===== config.mk =====
export PLATFORM = sky130hd
export DESIGN_NAME = conv_rf_loader
export DESIGN_NICKNAME = d
export VERILOG_FILES = /design/src/rtl/conv_rf_loader_pkg.sv /design/src/rtl/conv_row_packer.sv /design/src/rtl/conv_rf_loader.sv
export SDC_FILE = /design/constraint.sdc
export NUM_CORES = 1
export LEC_CHECK = 0
export BUFFER_PORTS_ARGS = -buffer_cell sky130_fd_sc_hd__buf_2
export CORE_MARGIN = 1.5
export CORE_UTILIZATION = 50
export DETAILED_ROUTE_END_ITERATION = 8
export PLACE_DENSITY = 0.7
export SLEW_MARGIN = 20
export SYNTH_ARGS = -nofsm -noshare
export SYNTH_HDL_FRONTEND = slang
export SYNTH_HIERARCHICAL = 1
export SYNTH_SLANG_ARGS = --single-unit

===== constraint.sdc =====
create_clock -name clk -period 3.2 [get_ports clk]
set_input_delay 0.64 -clock clk [delete_from_list [all_inputs] [get_ports clk]]
set_output_delay 0.64 -clock clk [all_outputs]
set_load 0.01 [all_outputs]

===== src/rtl/conv_rf_loader_pkg.sv =====
// -----------------------------------------------------------------------------
// conv_rf_loader_pkg
// Shared parameters for the convolution shift-RF loader slice. The default
// geometry matches the shift-RF macros so loader and RF agree on row shape.
// Also holds the loader state encoding and a counter-width helper.
// -----------------------------------------------------------------------------
package conv_rf_loader_pkg;

  // Default shift-RF geometry
  localparam int NUM_COL_DEF    = 8;
  localparam int NUM_ROW_DEF    = 8;
  localparam int DATA_WIDTH_DEF = 16;

  // Loader sequencing states
  typedef enum logic [1:0] {
    ST_FILL  = 2'd0,
    ST_ROW   = 2'd1,
    ST_SWEEP = 2'd2,
    ST_DONE  = 2'd3
  } loader_state_e;

  // Bits needed to hold every value in 0..max_value (at least one bit)
  function automatic int count_width(input int max_value);
    if (max_value < 1) begin
      return 1;
    end else begin
      return $clog2(max_value + 1);
    end
  endfunction

endpackage


===== src/rtl/conv_row_packer.sv =====
// -----------------------------------------------------------------------------
// conv_row_packer
// Assembles incoming pixels into one shift-RF row word. Each write lands in
// column col_cnt; the column counter stops at the last column so it never
// wraps. A synchronous clear empties the buffer and rewinds the counter.
//
// Ports
//   clk       : clock, rising edge
//   rst_n     : asynchronous active-low reset
//   clear     : synchronous clear of buffer and column counter
//   wr_en     : write wr_data into the current column this cycle
//   wr_data   : pixel value
//   row_word  : buffer contents with this cycle's write already merged in
//   row_done  : this cycle's write fills the last column
// -----------------------------------------------------------------------------
module conv_row_packer
  import conv_rf_loader_pkg::*;
#(
  parameter int NUM_COL    = NUM_COL_DEF,
  parameter int DATA_WIDTH = DATA_WIDTH_DEF
) (
  input  logic                            clk,
  input  logic                            rst_n,
  input  logic                            clear,
  input  logic                            wr_en,
  input  logic [DATA_WIDTH-1:0]           wr_data,
  output logic [NUM_COL*DATA_WIDTH-1:0]   row_word,
  output logic                            row_done
);

  localparam int               COL_W   = count_width(NUM_COL - 1);
  localparam logic [COL_W-1:0] COL_MAX = COL_W'(NUM_COL - 1);

  logic [NUM_COL*DATA_WIDTH-1:0] buf_r;
  logic [NUM_COL*DATA_WIDTH-1:0] merged_s;
  logic [COL_W-1:0]              col_cnt_r;
  logic                          row_done_s;

  // Merge the current write into the buffer image so the final beat of a row
  // is visible to the loader in the same cycle it is accepted.
  always_comb begin
    merged_s   = buf_r;
    row_done_s = wr_en && (col_cnt_r == COL_MAX);
    for (int c = 0; c < NUM_COL; c++) begin
      if (wr_en && (col_cnt_r == COL_W'(c))) begin
        merged_s[c*DATA_WIDTH +: DATA_WIDTH] = wr_data;
      end else begin
        merged_s[c*DATA_WIDTH +: DATA_WIDTH] = buf_r[c*DATA_WIDTH +: DATA_WIDTH];
      end
    end
  end

  // Buffer and column counter; counter holds at the last column
  always_ff @(posedge clk or negedge rst_n) begin
    if (!rst_n) begin
      buf_r     <= '0;
      col_cnt_r <= '0;
    end else if (clear) begin
      buf_r     <= '0;
      col_cnt_r <= '0;
    end else if (wr_en) begin
      buf_r <= merged_s;
      if (col_cnt_r != COL_MAX) begin
        col_cnt_r <= col_cnt_r + COL_W'(1);
      end
    end
  end

  assign row_word = merged_s;
  assign row_done = row_done_s;

endmodule


===== src/rtl/conv_rf_loader.sv =====
// -----------------------------------------------------------------------------
// conv_rf_loader
// Streams pixels into a NUM_ROW x NUM_COL shift register file. Beats are
// packed into a row word, pushed into the RF with a row-shift strobe, and
// once NUM_ROW rows are resident every further row triggers a NUM_COL-cycle
// column sweep during which the RF holds a valid window. The final pixel of
// a frame closes the current (possibly partial) row and the frame ends with
// a one-cycle clear/done pulse. All outputs are registered and decoded from
// the next state, so strobes are mutually exclusive by construction.
//
// Ports
//   clk          : clock, rising edge
//   reset        : asynchronous active-low reset
//   in_valid     : pixel beat valid
//   in_ready     : loader accepts a beat (high only while filling a row)
//   in_data      : pixel value
//   in_last      : last pixel of the frame (qualified by in_valid && in_ready)
//   rf_data      : row word to the RF, column 0 in the low bits
//   rf_row_shift : one-cycle row shift strobe
//   rf_col_shift : column shift strobe, high for every sweep cycle
//   rf_clear     : one-cycle RF clear strobe at end of frame
//   win_valid    : RF holds a complete window this cycle
//   frame_done   : one-cycle end-of-frame pulse
// -----------------------------------------------------------------------------
module conv_rf_loader
  import conv_rf_loader_pkg::*;
#(
  parameter int NUM_COL    = NUM_COL_DEF,
  parameter int NUM_ROW    = NUM_ROW_DEF,
  parameter int DATA_WIDTH = DATA_WIDTH_DEF
) (
  input  logic                          clk,
  input  logic                          reset,
  input  logic                          in_valid,
  output logic                          in_ready,
  input  logic [DATA_WIDTH-1:0]         in_data,
  input  logic                          in_last,
  output logic [NUM_COL*DATA_WIDTH-1:0] rf_data,
  output logic                          rf_row_shift,
  output logic                          rf_col_shift,
  output logic                          rf_clear,
  output logic                          win_valid,
  output logic                          frame_done
);

  localparam int               ROW_W   = count_width(NUM_ROW);
  localparam logic [ROW_W-1:0] ROW_MAX = ROW_W'(NUM_ROW);
  localparam int               SWP_W   = count_width(NUM_COL - 1);
  localparam logic [SWP_W-1:0] SWP_MAX = SWP_W'(NUM_COL - 1);

  loader_state_e                 state_r;
  loader_state_e                 state_next_s;
  logic [ROW_W-1:0]              row_cnt_r;
  logic [ROW_W-1:0]              row_inc_s;
  logic [SWP_W-1:0]              sweep_cnt_r;
  logic                          frame_last_r;

  logic                          accept_s;
  logic                          go_row_s;
  logic                          pack_clear_s;
  logic                          row_done_s;
  logic [NUM_COL*DATA_WIDTH-1:0] packed_word_s;

  logic                          in_ready_r;
  logic [NUM_COL*DATA_WIDTH-1:0] rf_data_r;
  logic                          rf_row_shift_r;
  logic                          rf_col_shift_r;
  logic                          rf_clear_r;
  logic                          win_valid_r;
  logic                          frame_done_r;

  // A beat is taken only while filling and the registered ready is high
  assign accept_s     = in_valid && in_ready_r && (state_r == ST_FILL);
  assign go_row_s     = accept_s && (row_done_s || in_last);
  assign pack_clear_s = (state_r == ST_ROW) || (state_r == ST_DONE);

  conv_row_packer #(
    .NUM_COL    (NUM_COL),
    .DATA_WIDTH (DATA_WIDTH)
  ) u_packer (
    .clk      (clk),
    .rst_n    (reset),
    .clear    (pack_clear_s),
    .wr_en    (accept_s),
    .wr_data  (in_data),
    .row_word (packed_word_s),
    .row_done (row_done_s)
  );

  // Row count after the row being pushed now, saturating at NUM_ROW
  always_comb begin
    if (row_cnt_r == ROW_MAX) begin
      row_inc_s = row_cnt_r;
    end else begin
      row_inc_s = row_cnt_r + ROW_W'(1);
    end
  end

  // Next-state decode
  always_comb begin
    state_next_s = state_r;
    case (state_r)
      ST_FILL: begin
        if (go_row_s) begin
          state_next_s = ST_ROW;
        end else begin
          state_next_s = ST_FILL;
        end
      end
      ST_ROW: begin
        if (row_inc_s == ROW_MAX) begin
          state_next_s = ST_SWEEP;
        end else if (frame_last_r) begin
          state_next_s = ST_DONE;
        end else begin
          state_next_s = ST_FILL;
        end
      end
      ST_SWEEP: begin
        if (sweep_cnt_r != SWP_MAX) begin
          state_next_s = ST_SWEEP;
        end else if (frame_last_r) begin
          state_next_s = ST_DONE;
        end else begin
          state_next_s = ST_FILL;
        end
      end
      ST_DONE: begin
        state_next_s = ST_FILL;
      end
      default: begin
        state_next_s = ST_FILL;
      end
    endcase
  end

  // State register
  always_ff @(posedge clk or negedge reset) begin
    if (!reset) begin
      state_r <= ST_FILL;
    end else begin
      state_r <= state_next_s;
    end
  end

  // Row count, sweep count and end-of-frame flag
  always_ff @(posedge clk or negedge reset) begin
    if (!reset) begin
      row_cnt_r    <= '0;
      sweep_cnt_r  <= '0;
      frame_last_r <= 1'b0;
    end else begin
      if (state_r == ST_DONE) begin
        row_cnt_r <= '0;
      end else if (state_r == ST_ROW) begin
        row_cnt_r <= row_inc_s;
      end

      if ((state_r == ST_SWEEP) && (sweep_cnt_r != SWP_MAX)) begin
        sweep_cnt_r <= sweep_cnt_r + SWP_W'(1);
      end else begin
        sweep_cnt_r <= '0;
      end

      if (state_r == ST_DONE) begin
        frame_last_r <= 1'b0;
      end else if (accept_s && in_last) begin
        frame_last_r <= 1'b1;
      end
    end
  end

  // Registered outputs decoded from the state being entered; rf_data is
  // captured only when a row is pushed and holds until the next push.
  always_ff @(posedge clk or negedge reset) begin
    if (!reset) begin
      in_ready_r     <= 1'b0;
      rf_data_r      <= '0;
      rf_row_shift_r <= 1'b0;
      rf_col_shift_r <= 1'b0;
      rf_clear_r     <= 1'b0;
      win_valid_r    <= 1'b0;
      frame_done_r   <= 1'b0;
    end else begin
      in_ready_r     <= (state_next_s == ST_FILL);
      rf_row_shift_r <= (state_next_s == ST_ROW);
      rf_col_shift_r <= (state_next_s == ST_SWEEP);
      win_valid_r    <= (state_next_s == ST_SWEEP);
      rf_clear_r     <= (state_next_s == ST_DONE);
      frame_done_r   <= (state_next_s == ST_DONE);
      if (go_row_s) begin
        rf_data_r <= packed_word_s;
      end
    end
  end

  assign in_ready     = in_ready_r;
  assign rf_data      = rf_data_r;
  assign rf_row_shift = rf_row_shift_r;
  assign rf_col_shift = rf_col_shift_r;
  assign rf_clear     = rf_clear_r;
  assign win_valid    = win_valid_r;
  assign frame_done   = frame_done_r;

endmodule

# == After elaboration in Yosys (flattened, before gate mapping) ==
# Cells that the tools add are included.
# classes
n_addsub,3
mux,24
n_reduce_logical,23
n_eq_ne,17
# ops
op,count
2-to-1 mux 128 bit,2
2-to-1 mux 16 bit,8
logical AND 1 bit,13
equality test 3 bit (second input constant),4
2-to-1 mux 3 bit,4
2-to-1 mux 4 bit,3
equality test 2 bit (second input constant),4
equality test 4 bit (second input constant),2
case mux 2 bit (4 select lines),1
nonzero test 2 bit,4
adder 3 x 1 -> 3 bit (second input constant),2
equality test 3 x 2 -> 1 bit (second input constant),2
2-to-1 mux 2 bit,3
!= test 3 bit (second input constant),2
adder 4 x 1 -> 4 bit (second input constant),1
equality test 2 x 1 -> 1 bit (second input constant),2
zero test 2 bit,2
equality test 3 x 1 -> 1 bit (second input constant),1
zero test 3 bit,1
2-to-1 mux 1 bit,3
logical OR 1 bit,2
AND reduction 2 bit,1
# word_totals
out_inout_bits,134
reg_bits,273
wordCells,78

# == Longest topological paths before layout ==
# logic_depth
word_depth,8
mapped_depth,10

# == Hierarchy ==
# The synthesis kept the hierarchy.
# modules_own_cells
module,instances,cells_per_inst,area_each_um2,seq_area_each_um2
conv_row_packer,1,436,6163.4,3278.1
conv_rf_loader,1,340,5939.4,3553.4

# == Worst setup path before layout ==
# No wires, ideal clock.
# synth_path
path_type,in2reg
from,in in_valid
to,"reg rf_data_r[0], in the netlist rf_data[0]"
slack_ns,0.810
n_path_buf,5
required_time_ns,3.075
t_arrival_ns,2.265
cell_stages,10
path_cell_list,nor4bb_4 > buf_6 > nand2_4 > buf_2 > inv_1 > o21a_1 > buf_6 > buf_12 > buf_12 > mux2_4
# synth_between
elab_chain_len,5
elab_cells_between_ends,7
classes_between,mux: 1; reduce/logical: 6
# synth_lines
item,line_no,text
from (decl),conv_rf_loader.sv:34,"input logic in_valid,"
logical AND 1 bit (2 in series),conv_rf_loader.sv:73,assign accept_s = in_valid && in_ready_r && (state_r == ST_FILL);
logical AND 1 bit,conv_row_packer.sv:43,row_done_s = wr_en && (col_cnt_r == COL_MAX);
net row_done_s,conv_rf_loader.sv:61,logic row_done_s;
logical OR 1 bit,conv_rf_loader.sv:74,assign go_row_s = accept_s && (row_done_s || in_last);
logical AND 1 bit,conv_rf_loader.sv:74,
to (signal assigned),conv_rf_loader.sv:192,rf_data_r <= packed_word_s;
to (decl),conv_rf_loader.sv:65,logic [NUM_COL*DATA_WIDTH-1:0] rf_data_r;
# The timed path passes the listed nets, and every way through them passes these cells.
# A chain may end at the register's enable or synchronous reset.

# == Worst setup path in the final report ==
# layout_path
from,reg state_r[1]
to,"reg rf_data_r[106], in the netlist rf_data[106]"
# layout_between
elab_chain_len,5
elab_cells_between_ends,7
classes_between,mux: 1; reduce/logical: 6
# layout_lines
item,line_no,text
from (decl),conv_rf_loader.sv:51,loader_state_e state_r;
from (signal assigned),conv_rf_loader.sv:142,state_r <= state_next_s;
zero test 2 bit,conv_rf_loader.sv:73,
logical AND 1 bit,conv_rf_loader.sv:73,
net accept_s,conv_rf_loader.sv:58,logic accept_s;
logical AND 1 bit,conv_row_packer.sv:43,
net row_done_s,conv_rf_loader.sv:61,
logical OR 1 bit,conv_rf_loader.sv:74,
logical AND 1 bit,conv_rf_loader.sv:74,
# The timed path passes the listed nets, and every way through them passes these cells.

==> results.tsv <==
metric	value	unit
portBuffers	153	
cp-start-kind	flop	
tightest_slew	0.978	ns
synth_edf_count	0	
clk_latency	0.54	ns
gp_congestion	0.752	
critPathMaxFanout	81	
die_x	159	microns
ctsResizeCount	0	
dr.pass1.iters	4	
hold_viol_final	0	
synthArstFlopShare	100	%
hold_buffers	0	
synth_area	12100	sq um
dp_cells	1216	
numCtsBuffers	29	
drive_gt1_share	49.8	%
crit_path_end_kind	flop	
fin_cells	1269	
antenna_found_initial	1	
synth.area.mux_share	28.6	%
slew_headroom	34.8	%
yosys_warnings	6	
dp_hpwl	15400	microns
synth_top_family_by_area	multiplexers	
grt_pass1_wl	39400	microns
drc	0	
vias	6441	
dieArea	25100	sq um
htreeDepth	1	
slew_violations	0	
synth_fa_ha_area_share	1.03	%
areaGrowthSynthToFinish	15.2	%
status	completed	
drt-initial-drc-count	328	
grt_max_degree	92	
n_antenna_cell	0	
synthCells	776	
fmax	391	MHz
yosys.area_share.simple	9.14	%
skew	0.0130	ns
grt_pass1_vias	6660	
grt_use_total	20.9	%
wl_per_cell	20.1	microns
ys_ff_latch	273	
finalCriticalPeriod	2.56	ns
crit_type	reg -> reg	
synth_xor_area_share	0.145	%
wl	25500	microns
syn-num-nets	806	
cts_tree	done	
fp.dieH	159	microns
setup_violations	0	
fin_crit_sh	79.9	%
fin_tns_setup	0	ns
arrival	2.97	ns
cp.required	3.61	ns
root_buffer	clkbuf_16	
cap_violations	0	
hp-class	in -> async	
synth-compound-area-share	0.879	%
cts_sinks	273	
clk_pin_slew	0.06	ns
placementRows	56	
power	12.0	mW
start_util	51.3	%
clockBufferDepth	3	
powerDensity	863	nW/um^2
cts_setup_buffers	0	
core	23600	sq um
rsz0062_at_grt	no	
ys_seq_area_share	56.4	%
finalNetCount	958	
drtAntennaViolNets	0	
vias_per_cell	5.08	
io-pin-count	154	
synth_cell_types	38	
ir_drop	0.435	mV
grt_overflow	0	
syn_avg_cell_area	15.6	sq um
synth_top_flop_cell	dfrtp_1	
leakagePower	7.60	nW
## per-layer routing
metal	wire [microns]	GRT usage (%)	part of all wire (%)	vias up
met3	1310	2.80	5.1	31
met4	360	4.27	1.4	0
li1	-	-	-	2958
met1	11900	30.8	47	3315
met5	0	0	0	-
met2	11900	33.3	47	137
## sequential cells by signal (all words and copies together) (netlist names)
name,count
state_r,2
rf_data,128
win_valid,1
in_ready,1
u_packer/col_cnt_r,3
u_packer/buf_r,128
frame_done,1
rf_row_shift,1
row_cnt_r,4
frame_last_r,1
sweep_cnt_r,3
## stage by stage
stage | hold WS (ns) | util, % | area (sq um) | worst slack [ns]
finish | 0.122 | 59.0 | 13900 | 0.644
global route | 0.174 | 59.0 | 13900 | 0.520
CTS | 0.145 | 59.0 | 13900 | 0.632
detailed placement | 0.441 | 55.1 | 13000 | 0.524
global placement | 0.432 | 55.1 | 13000 | 0.573
floorplan | 0.344 | - | 12100 | 0.810
## final timing paths
check | from | cells after the start | slack (ns) | to
hold reg to reg | sweep_cnt_r[0] | 1 | 0.45 | sweep_cnt_r[0]
max in group asynchronous | reset | 2 | 2.31 | rf_data[44]
setup reg to reg | state_r[1] | 6 | 0.64 | rf_data[106]
hold / removal | reset | 1 | 0.12 | rf_data[82]
min in group clk | in_last | 2 | 0.38 | frame_last_r
setup / recovery | state_r[1] | 6 | 0.64 | rf_data[106]
## cells in the mapped netlist, types with 4 or more instances
cell | n | area share (%)
dfrtp_1 | 273 | 56
mux2_4 | 150 | 19
nor2b_1 | 132 | 6.8
mux2_2 | 103 | 9.6
clkbuf_1 | 16 | 0.50
buf_12 | 10 | 1.7
ha_1 | 10 | 1.0
inv_1 | 10 | 0.31
buf_6 | 8 | 0.74
buf_4 | 7 | 0.43
nor2_1 | 6 | 0.19
nand2_1 | 4 | 0.12
## power by group
part	internal [mW]	leakage (nW)	switching [mW]
logic	2.08	3.42	1.78
clock network	1.88	0.453	1.32
registers	4.47	3.73	0.519
## worst max-delay path: stages (launching register included)
cell and delay (ns):
dfrtp_1 0.49, nor4bb_4 0.49, nand2_4 0.25, inv_1 0.13
o21a_4 0.17, buf_12 0.43, mux2_2 0.40
## cell usage in the layout (no fill, tap or decap), types with 2 or more instances in the layout
| cell | Yosys | final |
|---|---|---|
| nor3b_1 | 2 | 2 |
| nor2_1 | 6 | 6 |
| buf_4 | 7 | 6 |
| nand3_4 | 3 | 3 |
| mux2_1 | 3 | 3 |
| a211oi_1 | 2 | 2 |
| clkbuf_8 | 0 | 9 |
| mux2i_1 | 2 | 2 |
| ha_1 | 10 | 10 |
| buf_12 | 10 | 5 |
| inv_1 | 10 | 10 |
| clkbuf_1 | 16 | 9 |
| nand3_1 | 3 | 3 |
| clkinv_2 | 0 | 4 |
| nor2b_1 | 132 | 132 |
| xnor2_1 | 2 | 2 |
| o21ai_0 | 3 | 3 |
| o22ai_1 | 3 | 3 |
| nand2_1 | 4 | 4 |
| clkbuf_16 | 0 | 29 |
| a21oi_1 | 3 | 3 |
| mux2_4 | 150 | 150 |
| and2_1 | 2 | 2 |
| dfrtp_1 | 273 | 272 |
| mux2_2 | 103 | 103 |
| nand2_4 | 2 | 2 |
| nand3b_4 | 3 | 3 |
| buf_2 | 2 | 152 |
## logic make-up (layout without fill, tap and decap cells)
family                   Yosys count  in the layout
AO/OA/AOI/OAI                     16             16
XOR/XNOR                           2              2
adder cells (fa/ha/maj)           10             10
buffers and inverters             53            227
flip-flops                       273            273
multiplexers                     258            258
AND/OR/NAND/NOR                  164            164
## layout make-up
cell class / count / area, sq um
tap: 319 / 399
fill: 1914 / 9670
clock inverter: 6 / 36.3
inverter: 10 / 37.5
sequential: 273 / 6840
multi-input combinational: 450 / 4830
timing repair buffer: 164 / 921
clock buffer: 47 / 883
Note: power is estimated with default switching activity, not from simulation.
